**src/rtl/tdm_demux_if.sv**
```systemverilog
// Link-side bundle for the TDM receiver: slot beats in, decoded frame out.
interface tdm_demux_if #(
  parameter int unsigned NCH = 4,
  parameter int unsigned W   = 1,
  parameter int unsigned SW  = (NCH > 1) ? $clog2(NCH) : 1
) ();

  logic [W-1:0]     din;
  logic             din_valid;
  logic             frame_sync;
  logic [NCH*W-1:0] ch_out;
  logic             frame_valid;
  logic             locked;
  logic [SW-1:0]    slot;
  logic             sync_err;

  // Transmit side / stimulus: drives beats, observes the decoded frame.
  modport master (
    output din, din_valid, frame_sync,
    input  ch_out, frame_valid, locked, slot, sync_err
  );

  // Demux side: consumes beats, drives the decoded frame.
  modport slave (
    input  din, din_valid, frame_sync,
    output ch_out, frame_valid, locked, slot, sync_err
  );

endinterface

```
**src/rtl/tdm_demux.sv**
```systemverilog
// TDM receive demux: locks to slot-0 frame sync, gathers NCH slots into a
// shadow buffer and presents each complete frame on ch_out with a one-cycle
// frame_valid pulse. Aborted frames are never presented.
module tdm_demux #(
  parameter int unsigned NCH = 4,
  parameter int unsigned W   = 1,
  parameter int unsigned SW  = (NCH > 1) ? $clog2(NCH) : 1
) (
  input  logic       clk,
  input  logic       reset,
  tdm_demux_if.slave bus
);

  localparam int unsigned   SHW       = (NCH - 1) * W;
  localparam int unsigned   CHW       = NCH * W;
  localparam logic [SW-1:0] LAST_SLOT = SW'(NCH - 1);

  typedef enum logic {
    HUNT = 1'b0,
    LOCK = 1'b1
  } state_e;

  state_e          state_q, state_d;
  logic [SW-1:0]   slot_q, slot_d;
  logic [SHW-1:0]  shadow_q, shadow_d;
  logic [CHW-1:0]  ch_out_q, ch_out_d;
  logic            frame_valid_q, frame_valid_d;
  logic            sync_err_q, sync_err_d;
  logic            locked_q, locked_d;

  // State and datapath registers; async clear on reset.
  always_ff @(posedge clk or posedge reset) begin
    if (reset) begin
      state_q       <= HUNT;
      slot_q        <= '0;
      shadow_q      <= '0;
      ch_out_q      <= '0;
      frame_valid_q <= 1'b0;
      sync_err_q    <= 1'b0;
      locked_q      <= 1'b0;
    end else begin
      state_q       <= state_d;
      slot_q        <= slot_d;
      shadow_q      <= shadow_d;
      ch_out_q      <= ch_out_d;
      frame_valid_q <= frame_valid_d;
      sync_err_q    <= sync_err_d;
      locked_q      <= locked_d;
    end
  end

  // Lock state transitions: sync locks from HUNT, a missing slot-0 sync drops lock.
  always_comb begin
    state_d = state_q;
    if (bus.din_valid) begin
      case (state_q)
        HUNT: if (bus.frame_sync) state_d = LOCK;
        LOCK: if (!bus.frame_sync && (slot_q == '0)) state_d = HUNT;
        default: state_d = HUNT;
      endcase
    end
  end

  // Slot tracking, shadow capture, frame presentation and error pulses.
  always_comb begin
    slot_d        = slot_q;
    shadow_d      = shadow_q;
    ch_out_d      = ch_out_q;
    frame_valid_d = 1'b0;
    sync_err_d    = 1'b0;
    locked_d      = (state_d == LOCK);
    if (bus.din_valid) begin
      case (state_q)
        HUNT: begin
          if (bus.frame_sync) begin
            shadow_d[W-1:0] = bus.din;
            slot_d          = SW'(1);
          end
        end
        LOCK: begin
          if (bus.frame_sync) begin
            // A sync anywhere but slot 0 restarts the frame at this beat.
            sync_err_d      = (slot_q != '0);
            shadow_d[W-1:0] = bus.din;
            slot_d          = SW'(1);
          end else if (slot_q == '0) begin
            sync_err_d = 1'b1;
            slot_d     = '0;
          end else if (slot_q == LAST_SLOT) begin
            ch_out_d      = {bus.din, shadow_q};
            frame_valid_d = 1'b1;
            slot_d        = '0;
          end else begin
            for (int unsigned k = 1; k < NCH - 1; k++) begin
              if (slot_q == SW'(k)) shadow_d[k*W +: W] = bus.din;
            end
            slot_d = slot_q + SW'(1);
          end
        end
        default: ;
      endcase
    end
  end

  assign bus.ch_out      = ch_out_q;
  assign bus.frame_valid = frame_valid_q;
  assign bus.sync_err    = sync_err_q;
  assign bus.locked      = locked_q;
  assign bus.slot        = slot_q;

endmodule

```
**src/flat_wrapper.sv**
```systemverilog
// flat-port wrapper written by rule: the top's interface ports become plain ports
module tdm_demux_flat 
#(
  parameter int unsigned NCH = 4,
  parameter int unsigned W   = 1,
  parameter int unsigned SW  = (NCH > 1) ? $clog2(NCH) : 1
)
  (clk, reset, bus_din, bus_din_valid, bus_frame_sync, bus_ch_out, bus_frame_valid, bus_locked, bus_slot, bus_sync_err);
  tdm_demux_if #(.NCH(NCH), .W(W), .SW(SW)) bus_i ();
  input  logic clk;
  input  logic reset;
  input wire logic [$bits(bus_i.din)-1:0] bus_din;
  input wire logic [$bits(bus_i.din_valid)-1:0] bus_din_valid;
  input wire logic [$bits(bus_i.frame_sync)-1:0] bus_frame_sync;
  output wire logic [$bits(bus_i.ch_out)-1:0] bus_ch_out;
  output wire logic [$bits(bus_i.frame_valid)-1:0] bus_frame_valid;
  output wire logic [$bits(bus_i.locked)-1:0] bus_locked;
  output wire logic [$bits(bus_i.slot)-1:0] bus_slot;
  output wire logic [$bits(bus_i.sync_err)-1:0] bus_sync_err;
  assign bus_i.din = bus_din;
  assign bus_i.din_valid = bus_din_valid;
  assign bus_i.frame_sync = bus_frame_sync;
  assign bus_ch_out = bus_i.ch_out;
  assign bus_frame_valid = bus_i.frame_valid;
  assign bus_locked = bus_i.locked;
  assign bus_slot = bus_i.slot;
  assign bus_sync_err = bus_i.sync_err;
  tdm_demux #(.NCH(NCH), .W(W), .SW(SW)) u_core (.clk(clk), .reset(reset), .bus(bus_i));
endmodule
```
**config.mk**
```make
export PLATFORM = sky130hd
export DESIGN_NAME = tdm_demux_flat
export DESIGN_NICKNAME = d
export VERILOG_FILES = /design/src/rtl/tdm_demux_if.sv /design/src/rtl/tdm_demux.sv /design/src/flat_wrapper.sv
export SDC_FILE = /design/constraint.sdc
export NUM_CORES = 1
export LEC_CHECK = 0
export ABC_CLOCK_PERIOD_IN_PS = 3100
export BUFFER_PORTS_ARGS = -buffer_cell sky130_fd_sc_hd__buf_2
export CORE_AREA = 2 2 39 41
export DETAILED_ROUTE_END_ITERATION = 10
export DIE_AREA = 0 0 41 43
export GPL_ROUTABILITY_DRIVEN = 0
export MAX_ROUTING_LAYER = met4
export PLACE_DENSITY = 0.8
export RECOVER_POWER = 25
export SLEW_MARGIN = 20
export SYNTH_ARGS = -nofsm -noshare
export SYNTH_HDL_FRONTEND = slang
export SYNTH_SLANG_ARGS = --single-unit
```
**constraint.sdc**
```tcl
create_clock -name clk -period 3.1 [get_ports clk]
set_clock_uncertainty 0.05 [all_clocks]
set_input_delay 0.465 -clock clk [delete_from_list [all_inputs] [get_ports clk]]
set_output_delay 0.465 -clock clk [all_outputs]
set_load 0.1 [all_outputs]
```
# Word level (Yosys, flattened, before mapping)
# Cells that the tools add are included.
# totals
regBits	12
out_inout_bits	9
inputBits	5
wordCells	44
# classes
n_eq_ne	4
n_reduce_logical	9
mux	18
bitwise	4
addsub	1
# op_table
op	n
1-bit two-way mux	12
6-bit AND reduction	2
2-bit two-way mux	4
5-bit AND reduction	1
2-bit equality test (second input constant)	2
1-bit NOT	4
2-bit one-hot mux with 2 select lines	1
2-bit AND reduction	2
2-bit by 1-bit adder with 2-bit output (second input constant)	1
2-bit by 1-bit equality test with 1-bit output (second input constant)	1
2-bit zero test	1
2-bit != test (second input constant)	1
1-bit one-hot mux with 2 select lines	1
2-bit nonzero test	1
1-bit logical AND	1
1-bit zero test	1

# Longest topological paths before layout
# Gate-level depths: netlist of the first run.
# depth
depth_word	6
ltp_mapped	6
mapped_depth_nobuf	6

# Least setup slack after synthesis of the first run
# OpenSTA, ideal clock, no wires.
# synth_path
kind	reg2reg
start	register u_core.slot_q[0] (netlist: u_core.bus.slot[0])
end	register u_core.ch_out_q[0] (netlist: u_core.bus.ch_out[0])
t_required_ns	2.924
arrival_time_ns	2.143
stages_incl_launch_ff	7
synth_period_minus_slack_ns	2.319
setup_time_ns	0.126
n_path_buf	0
path_slack_ns	0.781
cell_sequence	dfrtp_1 -> inv_1 -> ha_1 -> inv_1 -> ha_1 -> nand4_1 -> mux2_2
# synth_between
elab_chain_len	3
elab_cells_between_ends	4
classes_between	eq/ne (1); bitwise (1); reduce/logical (2)
# synth_rtl
element	line	rtl
start: declaration	tdm_demux.sv:24	logic [SW-1:0] slot_q, slot_d;
start signal: assignment	tdm_demux.sv:43	slot_q <= slot_d;
2-bit zero test	tdm_demux.sv:86	end else if (slot_q == '0) begin
1-bit NOT (no line)	n/a	
5-bit AND reduction (no line) (*)	n/a	
end signal: assignment	tdm_demux.sv:45	ch_out_q <= ch_out_d;
end: declaration	tdm_demux.sv:26	logic [CHW-1:0] ch_out_q, ch_out_d;
# Every way passes the cells marked *; elsewhere a longest branch is shown, timed or not.
# A chain may end at the register's enable or synchronous reset.

# Final worst setup path of the first run
# layout_path
start	register u_core.slot_q[0] (netlist: u_core.bus.slot[0])
end	register u_core.ch_out_q[2] (netlist: u_core.bus.ch_out[2])
# Same word-level chain as after synthesis.

==> results of run 1 <==
-- synthesized netlist by cell type (all sizes together) --
| library cell | count | area (um^2) |
|---|---|---|
| buf | 1 | 5.00 |
| inv | 5 | 18.8 |
| mux2 | 7 | 78.8 |
| nand2 | 2 | 7.51 |
| and2 | 1 | 7.51 |
| dfrtp | 12 | 300 |
| nor3 | 1 | 5.00 |
| and3b | 1 | 8.76 |
| a31oi | 1 | 6.26 |
| nand4 | 1 | 6.26 |
| nor2 | 1 | 3.75 |
| nand3 | 3 | 15.0 |
| a21oi | 2 | 10.0 |
| o21ai | 2 | 10.0 |
| ha | 8 | 100 |
| o2bb2ai | 1 | 8.76 |
-- placed cells by master (no fill, tap or decap) --
cell / count
nor3_1: 1
nor2_1: 1
clkbuf_4: 3
o21ai_0: 2
mux2_2: 5
and3b_1: 1
o2bb2ai_1: 1
a31oi_1: 1
inv_1: 5
nand3_1: 3
dfrtp_1: 12
nand2_1: 2
nand4_1: 1
buf_2: 13
ha_1: 8
and2_2: 1
a21oi_1: 2
mux2_1: 2
-- through the flow --
step                hold WS, ns  worst slack (ns)  std cells  utilization [%]
CTS                       0.150              1.36         80             50.2
detailed placement        0.437              1.38         77             48.6
finish                    0.136              1.36         80             50.2
global route              0.176              1.24         80             50.2
floorplan                 0.280             0.781         49                -
global placement          0.428              1.47         77             48.6
-- logic make-up after synthesis --
kind of cell / share of synthesized area (%)
compound gates: 5.92
mux: 13.3
flops: 50.7
fa+ha+maj: 16.9
simple gates: 9.09
buf+inv: 4.02
-- per-layer routing --
layer	vias to the layer above	GRT usage (%)	part of all wire [%]
met5	-	-	0
met3	5	3.14	4.3
li1	198	-	-
met1	191	19.4	44
met2	13	19.7	48
met4	0	12.0	3.9
-- registers in the layout (all words and copies together) (netlist names) --
signal	cells
u_core.state_q	1
u_core.bus.sync_err	1
u_core.bus.frame_valid	1
u_core.bus.ch_out	4
u_core.bus.slot	2
u_core.shadow_q	3
-- final cells by class --
cell class / count / area, um^2 / area share [%]
Clock buffer: 3 / 22.5 / 3.24
Inverter: 5 / 18.8 / 2.70
Multi-Input combinational cell: 31 / 268 / 38.6
Sequential cell: 12 / 300 / 43.2
Tap cell: 16 / 20.0 / 2.88
Timing Repair Buffer: 13 / 65.1 / 9.37
-- critical path, stage by stage (launching register included) --
cell     delay (ns)
dfrtp_1        0.43
inv_1          0.15
ha_1           0.20
inv_1          0.06
ha_1           0.18
nand4_1        0.19
mux2_2         0.37
-- worst paths after layout --
kind | startpoint | end | slack (ns) | cells after the start
worst max register to register | u_core.bus.slot[0]$_DFFE_PP0P_ | u_core.bus.ch_out[2]$_DFFE_PP0P_ | 1.36 | 6
worst min register to register | u_core.shadow_q[1]$_DFFE_PP0P_ | u_core.shadow_q[1]$_DFFE_PP0P_ | 0.45 | 1
min in group clk | bus_din | u_core.shadow_q[1]$_DFFE_PP0P_ | 0.41 | 2
worst min-delay path | reset | u_core.bus.ch_out[3]$_DFFE_PP0P_ | 0.14 | 2
worst max-delay path | u_core.bus.slot[0]$_DFFE_PP0P_ | u_core.bus.ch_out[2]$_DFFE_PP0P_ | 1.36 | 6
max in group asynchronous | reset | u_core.bus.slot[0]$_DFFE_PP0P_ | 2.56 | 2
==> results.toml, run 1 <==
[synth]
synth_seq_cells = 12
avgSynthCellArea_um2 = 12.1
syn_inst = 49
yosys_warnings = 0
netlist_area_um2 = 592
seq_area_frac_synth_pct = 50.7
synthDistinctLibCells = 17
synth_fp_nets = 62

[clock_tree]
clock_path_buffers = 2
post_cts_buffers = 0
cts_tree = "yes"
cts_buffers = 3
hold_buffers = 0
cts_sinks = 12
cts_root_buf = "clkbuf_4"
cts_resized = 0
h-tree-depth = 1
clock_latency_ns = 0.27
clkTransAtPathRegs_ns = 0.07

[worst_setup_path]
cp_max_fo = 5
crit_arrival_ns = 1.85
crit_path_end_kind = "register"
cp.required_ns = 3.20
worstSetupStartpointType = "register"
crit_type = "register to register"

[detailed_routing]
vias = 407
drt_iter0_drc = 3
wl_per_cell_um = 12.9
drtAntennaViolNets = 0
wirelength_mm = 1.04
drtPass1Iterations = 2
remaining_drc_errors = 0
vias_per_cell = 5.09

[timing]
setup_viol = 0
period_share_pct = 56.2
maxSlewViolCount = 0
tns_ns = 0
rsz0062_at_grt = "no"
finalHoldViolations = 0
period_minus_slack_ns = 1.74
timing.fmax_mhz = 574
relSlewSlack_pct = 67.7
worstMarginPinSlew_ns = 0.488

[finish]
area_delta_synth_final_pct = 17.3
final_nets = 79
layout-drive-gt1-share_pct = 34.4
antennaDiodeCount = 0
fill_cells = 124
final_cell_area_um2 = 694

[placement]
dpl_cell_area_um2 = 672
numPortBuffers = 13
hpwl_um = 805

[global_routing]
overflow = 0
grt_pass1_wl_mm = 1.70
antenna_found_initial = 0
grt_pass1_vias = 386
grt_util_all_layers_pct = 15.1
grt_start_max_net_pins = 13

[floorplanning]
chipHeight_um = 43
die_area_mm2 = 0.00176
num_rows = 14
fp.dieW_um = 41
core-area_mm2 = 0.00138
io_pins = 14
initial_core_util_pct = 42.8

[hold_path]
min_path_type = "input pin to asynchronous set/reset pin"

[run_status]
outcome = "finished clean"

[flow_run]
drv_cap = 0
Power of run 1 is not shown: default switching activity piles up to over one toggle a cycle in this logic, so the estimate is an artifact.
==> inputs of run 2 (changes only) <==
ABC_CLOCK_PERIOD_IN_PS = 1700   (was 3100)
clock period = 1.7 ns   (was 3.1 ns; I/O delays follow)
==> results.toml, run 2 (synthesized netlist as in run 1, its figures left out) <==
[floorplanning]
core-area_mm2 = 0.00138
io_pins = 14
fp.dieW_um = 41
initial_core_util_pct = 42.8
die_area_mm2 = 0.00176
chipHeight_um = 43
num_rows = 14

[hold_path]
min_path_type = "input pin to register"

[detailed_routing]
drtAntennaViolNets = 0
wirelength_um = 995
drtPass1Iterations = 2
vias = 408
drt_iter0_drc = 3
vias_per_cell = 4.92
wl_per_cell_um = 12.0
remaining_drc_errors = 0

[global_routing]
grt_pass1_vias = 396
overflow = 0
grt_start_max_net_pins = 13
grt_util_all_layers_pct = 14.4
antenna_found_initial = 0
grt_pass1_wl_mm = 1.64

[timing]
relSlewSlack_pct = 67.8
tns_ns = 0
worstMarginPinSlew_ns = 0.486
rsz0062_at_grt = "no"
finalHoldViolations = 0
setup_viol = 0
period_minus_slack_ns = 1.63
timing.fmax_mhz = 615
period_share_pct = 95.7
maxSlewViolCount = 0

[clock_tree]
cts_root_buf = "clkbuf_4"
clock_latency_ns = 0.27
h-tree-depth = 1
clock_path_buffers = 2
cts_tree = "yes"
clkTransAtPathRegs_ns = 0.07
cts_sinks = 12
cts_buffers = 3

[placement]
numPortBuffers = 13
dpl.cell_count = 77
hpwl_um = 763
dpl_cell_area_um2 = 714

[worst_setup_path]
crit_arrival_ns = 1.72
crit_path_end_kind = "register"
cp.required_ns = 1.80
cp_max_fo = 5
worstSetupStartpointType = "register"
crit_type = "register to register"

[finish]
final_cells = 83
fill_cells = 122
antennaDiodeCount = 0
most-common-layout-cells = "buf_2 (13), dfrtp_1 (9), ha_1 (6)"
final_cell_area_um2 = 769
multiInputGateArea_um2 = 308
final_nets = 81
layout-drive-gt1-share_pct = 46.3
seq_area_um2 = 309
largest_reg_flops = 4
area_delta_synth_final_pct = 30.0
layout_commonest_cell = "buf_2"

[run_status]
outcome = "finished clean"

[flow_run]
drv_cap = 0
[run 2: cell types whose count changed in the layout (fill, tap and decap cells not counted), sizes merged]
cell	before	now
buf	13	14
clkbuf	3	4
dlygate4sd3	0	1
[run 2: worst paths after layout]
kind                                                     start                               end  slack, ns  cells after the start
worst max-delay path            u_core.bus.slot[0]$_DFFE_PP0P_  u_core.bus.ch_out[3]$_DFFE_PP0P_       0.07                      7
worst max register to register  u_core.bus.slot[0]$_DFFE_PP0P_  u_core.bus.ch_out[3]$_DFFE_PP0P_       0.07                      7
worst min register to register  u_core.shadow_q[1]$_DFFE_PP0P_    u_core.shadow_q[1]$_DFFE_PP0P_       0.45                      1
min in group asynchronous                                reset  u_core.bus.ch_out[1]$_DFFE_PP0P_       0.48                      3
max in group asynchronous                                reset    u_core.bus.slot[1]$_DFFE_PP0P_       0.79                      3
worst min-delay path                                   bus_din    u_core.shadow_q[1]$_DFFE_PP0P_       0.20                      2
[run 2: worst max-delay path: stages, from the launching register on]
cell,delay (ns)
dfrtp_4,0.51
inv_4,0.10
ha_4,0.14
inv_2,0.04
ha_4,0.14
nand4_1,0.08
buf_4,0.15
mux2_4,0.30
[run 2: per-layer routing]
layer  vias up  part of all wire [%]  track usage (%)
li1        202                     -                -
met1       192                    47             18.9
met2        12                    47             20.0
met3         2                   4.7             4.71
met4         0                   1.1             6.00
met5         -                     0                -
[run 2: per-stage QoR]
| step | hold slack [ns] | util (%) | worst slack, ns |
|---|---|---|---|
| after floorplan | 0.0697 | - | -0.0422 |
| after global placement | 0.225 | 51.6 | 0.0972 |
| after detailed placement | 0.233 | 51.6 | 0.0303 |
| after CTS | 0.197 | 54.2 | 0.00788 |
| after global routing | 0.202 | 55.6 | 0.0195 |
| final | 0.201 | 55.6 | 0.0738 |
[run 2: timing repair]
action / in CTS / in global routing
hold buffers: 1 / 0
endpoints found under the hold margin: 12 / 0
buffers inserted: 0 / 1
setup endpoints to repair: 0 / 3
gates resized for setup: 0 / 3
[run 2: cell type report]
class                      count  area share [%]
tap                           16            2.60
sequential                    12            40.2
inverter                       5            3.09
clock buffer                   4            3.41
timing repair buffer          15            10.7
multi-input combinational     31            40.0
Power of run 2 is left out for the same reason.
==> inputs of run 3 (changes only) <==
ABC_AREA = 1   (was default)
PLACE_DENSITY = 0.83   (was 0.8)
==> results.toml, run 3 <==
[clock_tree]
clkTransAtPathRegs_ns = 0.07
clock_path_buffers = 2
hold_buffers = 1
post_cts_buffers = 0
cts_tree = "yes"
h-tree-depth = 1
cts_resized = 0
cts_buffers = 3
cts_sinks = 12
clock_latency_ns = 0.27
cts_root_buf = "clkbuf_4"

[timing]
rsz0062_at_grt = "no"
period_minus_slack_ns = 1.53
relSlewSlack_pct = 67.8
finalWorstSetupSlack_ns = 0.170
worstMarginPinSlew_ns = 0.486
maxSlewViolCount = 0
timing.fmax_mhz = 654
tns_ns = 0
finalHoldViolations = 0
setup_viol = 0
period_share_pct = 90.0

[detailed_routing]
drtPass1Iterations = 4
remaining_drc_errors = 0
drtAntennaViolNets = 0
vias = 511
drt_iter0_drc = 5
vias_per_cell = 4.87
wl_per_cell_um = 10.7
wirelength_mm = 1.12

[placement]
pre_cts_ws_ns = 0.191
dpl.cell_count = 100
hpwl_um = 865
numPortBuffers = 13
dpl_cell_area_um2 = 719

[global_routing]
busiest_layer = "met2"
antenna_found_initial = 0
grt_pass1_wl_mm = 1.77
met1_usage_pct = 18.3
use_met2_pct = 23.8
grt.met3_usage_pct = 3.14
grt_pass1_vias = 428
overflow = 0
grt_util_all_layers_pct = 16.1
grt_start_max_net_pins = 13

[synth]
synth_most_common_cell = "nand2_1"
avgSynthCellArea_um2 = 8.83
seq_area_frac_synth_pct = 47.9
netlist_area_um2 = 627
syn_inst = 71
synthDistinctLibCells = 9
yosys_warnings = 0
synth_seq_cells = 12
yosys.area.top_type = "dfrtp_1"
synth_common_cells = "nand2_1 (27), dfrtp_1 (12), inv_1 (9), ha_1 (8), o21ai_0 (6)"
yosys-top-cells-area = "dfrtp_1 (48%), nand2_1 (16%), ha_1 (16%)"
synth_ff_type = "dfrtp_1"
synth_async_sr_flop_share_pct = 100
synth_fp_nets = 84
synth-edff-count = 0
synth_top_area_share_pct = 47.9

[run_status]
outcome = "finished clean"

[finish]
area_delta_synth_final_pct = 22.2
final_nets = 103
layout-drive-gt1-share_pct = 24.7
multiInputGateArea_um2 = 293
fill_cells = 135
seq_area_um2 = 308
antennaDiodeCount = 0
final_cell_area_um2 = 766
most-common-layout-cells = "nand2_1 (27), buf_2 (13), dfrtp_1 (10)"
layout_commonest_cell = "nand2_1"
largest_reg_flops = 4
final_cells = 105

[floorplanning]
die_area_mm2 = 0.00176
io_pins = 14
num_rows = 14
fp.dieW_um = 41
chipHeight_um = 43
initial_core_util_pct = 45.3
core-area_mm2 = 0.00138

[hold_path]
min_path_type = "input pin to register"
min_from = "bus_din"

[worst_setup_path]
crit_path_end_kind = "output pin"
startpoint = "u_core.state_q$_DFFE_PP0P_"
worstSetupStartpointType = "register"
slowest_stage = "buf_2"
path_buf_inv = 1
cp.required_ns = 1.39
cp_max_fo = 7
r2r_start = "u_core.bus.slot[0]$_DFFE_PP0P_"
crit_type = "register to output pin"
critical_path.top_delay_family = "buffers and inverters"
crit_arrival_ns = 1.22
crit_path_max_incr_delay_ns = 0.48
crit_chain = "buf_2"

[flow_run]
drv_cap = 0
run 3: cell count changes after synthesis, moves of 2 or more:
cell and change:
mux2_1 -2, mux2_2 -5, a21oi_1 -2, inv_1 +4, o21ai_0 +4, nand2_1 +25
nor2_4 +2
run 3: area by class of cell:
| cell class | instances | area share, % |
|---|---|---|
| multi-input combinational | 50 | 38.2 |
| sequential | 12 | 40.2 |
| inverter | 9 | 4.41 |
| tap | 16 | 2.61 |
| timing repair buffer | 14 | 9.80 |
| clock buffer | 4 | 4.74 |
run 3: logic make-up after synthesis:
family / share of synthesized area [%]
compound gates: 4.79
fa+ha+maj: 16.0
buf+inv: 5.39
flops: 47.9
simple gates: 25.9
run 3: stage by stage:
stage / utilization, % / hold WS, ns
2_1_floorplan: - / 0.0697
3_3_place_gp: 52.0 / 0.228
3_5_place_dp: 52.0 / 0.231
4_1_cts: 55.3 / 0.187
5_1_grt: 55.3 / 0.199
6_report: 55.3 / 0.192
run 3: path summary, 6_finish.rpt:
| check | end | slack (ns) | cells after the start |
|---|---|---|---|
| max | bus_locked | 0.17 | 1 |
| min | u_core.shadow_q[0]$_DFFE_PP0P_ | 0.19 | 3 |
| max reg2reg | u_core.bus.ch_out[0]$_DFFE_PP0P_ | 0.17 | 8 |
| min reg2reg | u_core.shadow_q[2]$_DFFE_PP0P_ | 0.43 | 2 |
| max in group asynchronous | u_core.bus.slot[0]$_DFFE_PP0P_ | 0.80 | 3 |
| min in group asynchronous | u_core.bus.frame_valid$_DFF_PP0_ | 0.46 | 3 |
run 3: per-layer routing:
metal,vias to the layer above,part of all wire (%)
met5,-,0
met4,0,3.8
met3,5,4.9
met2,16,46
met1,232,45
li1,258,-
Power of run 3 is left out for the same reason.
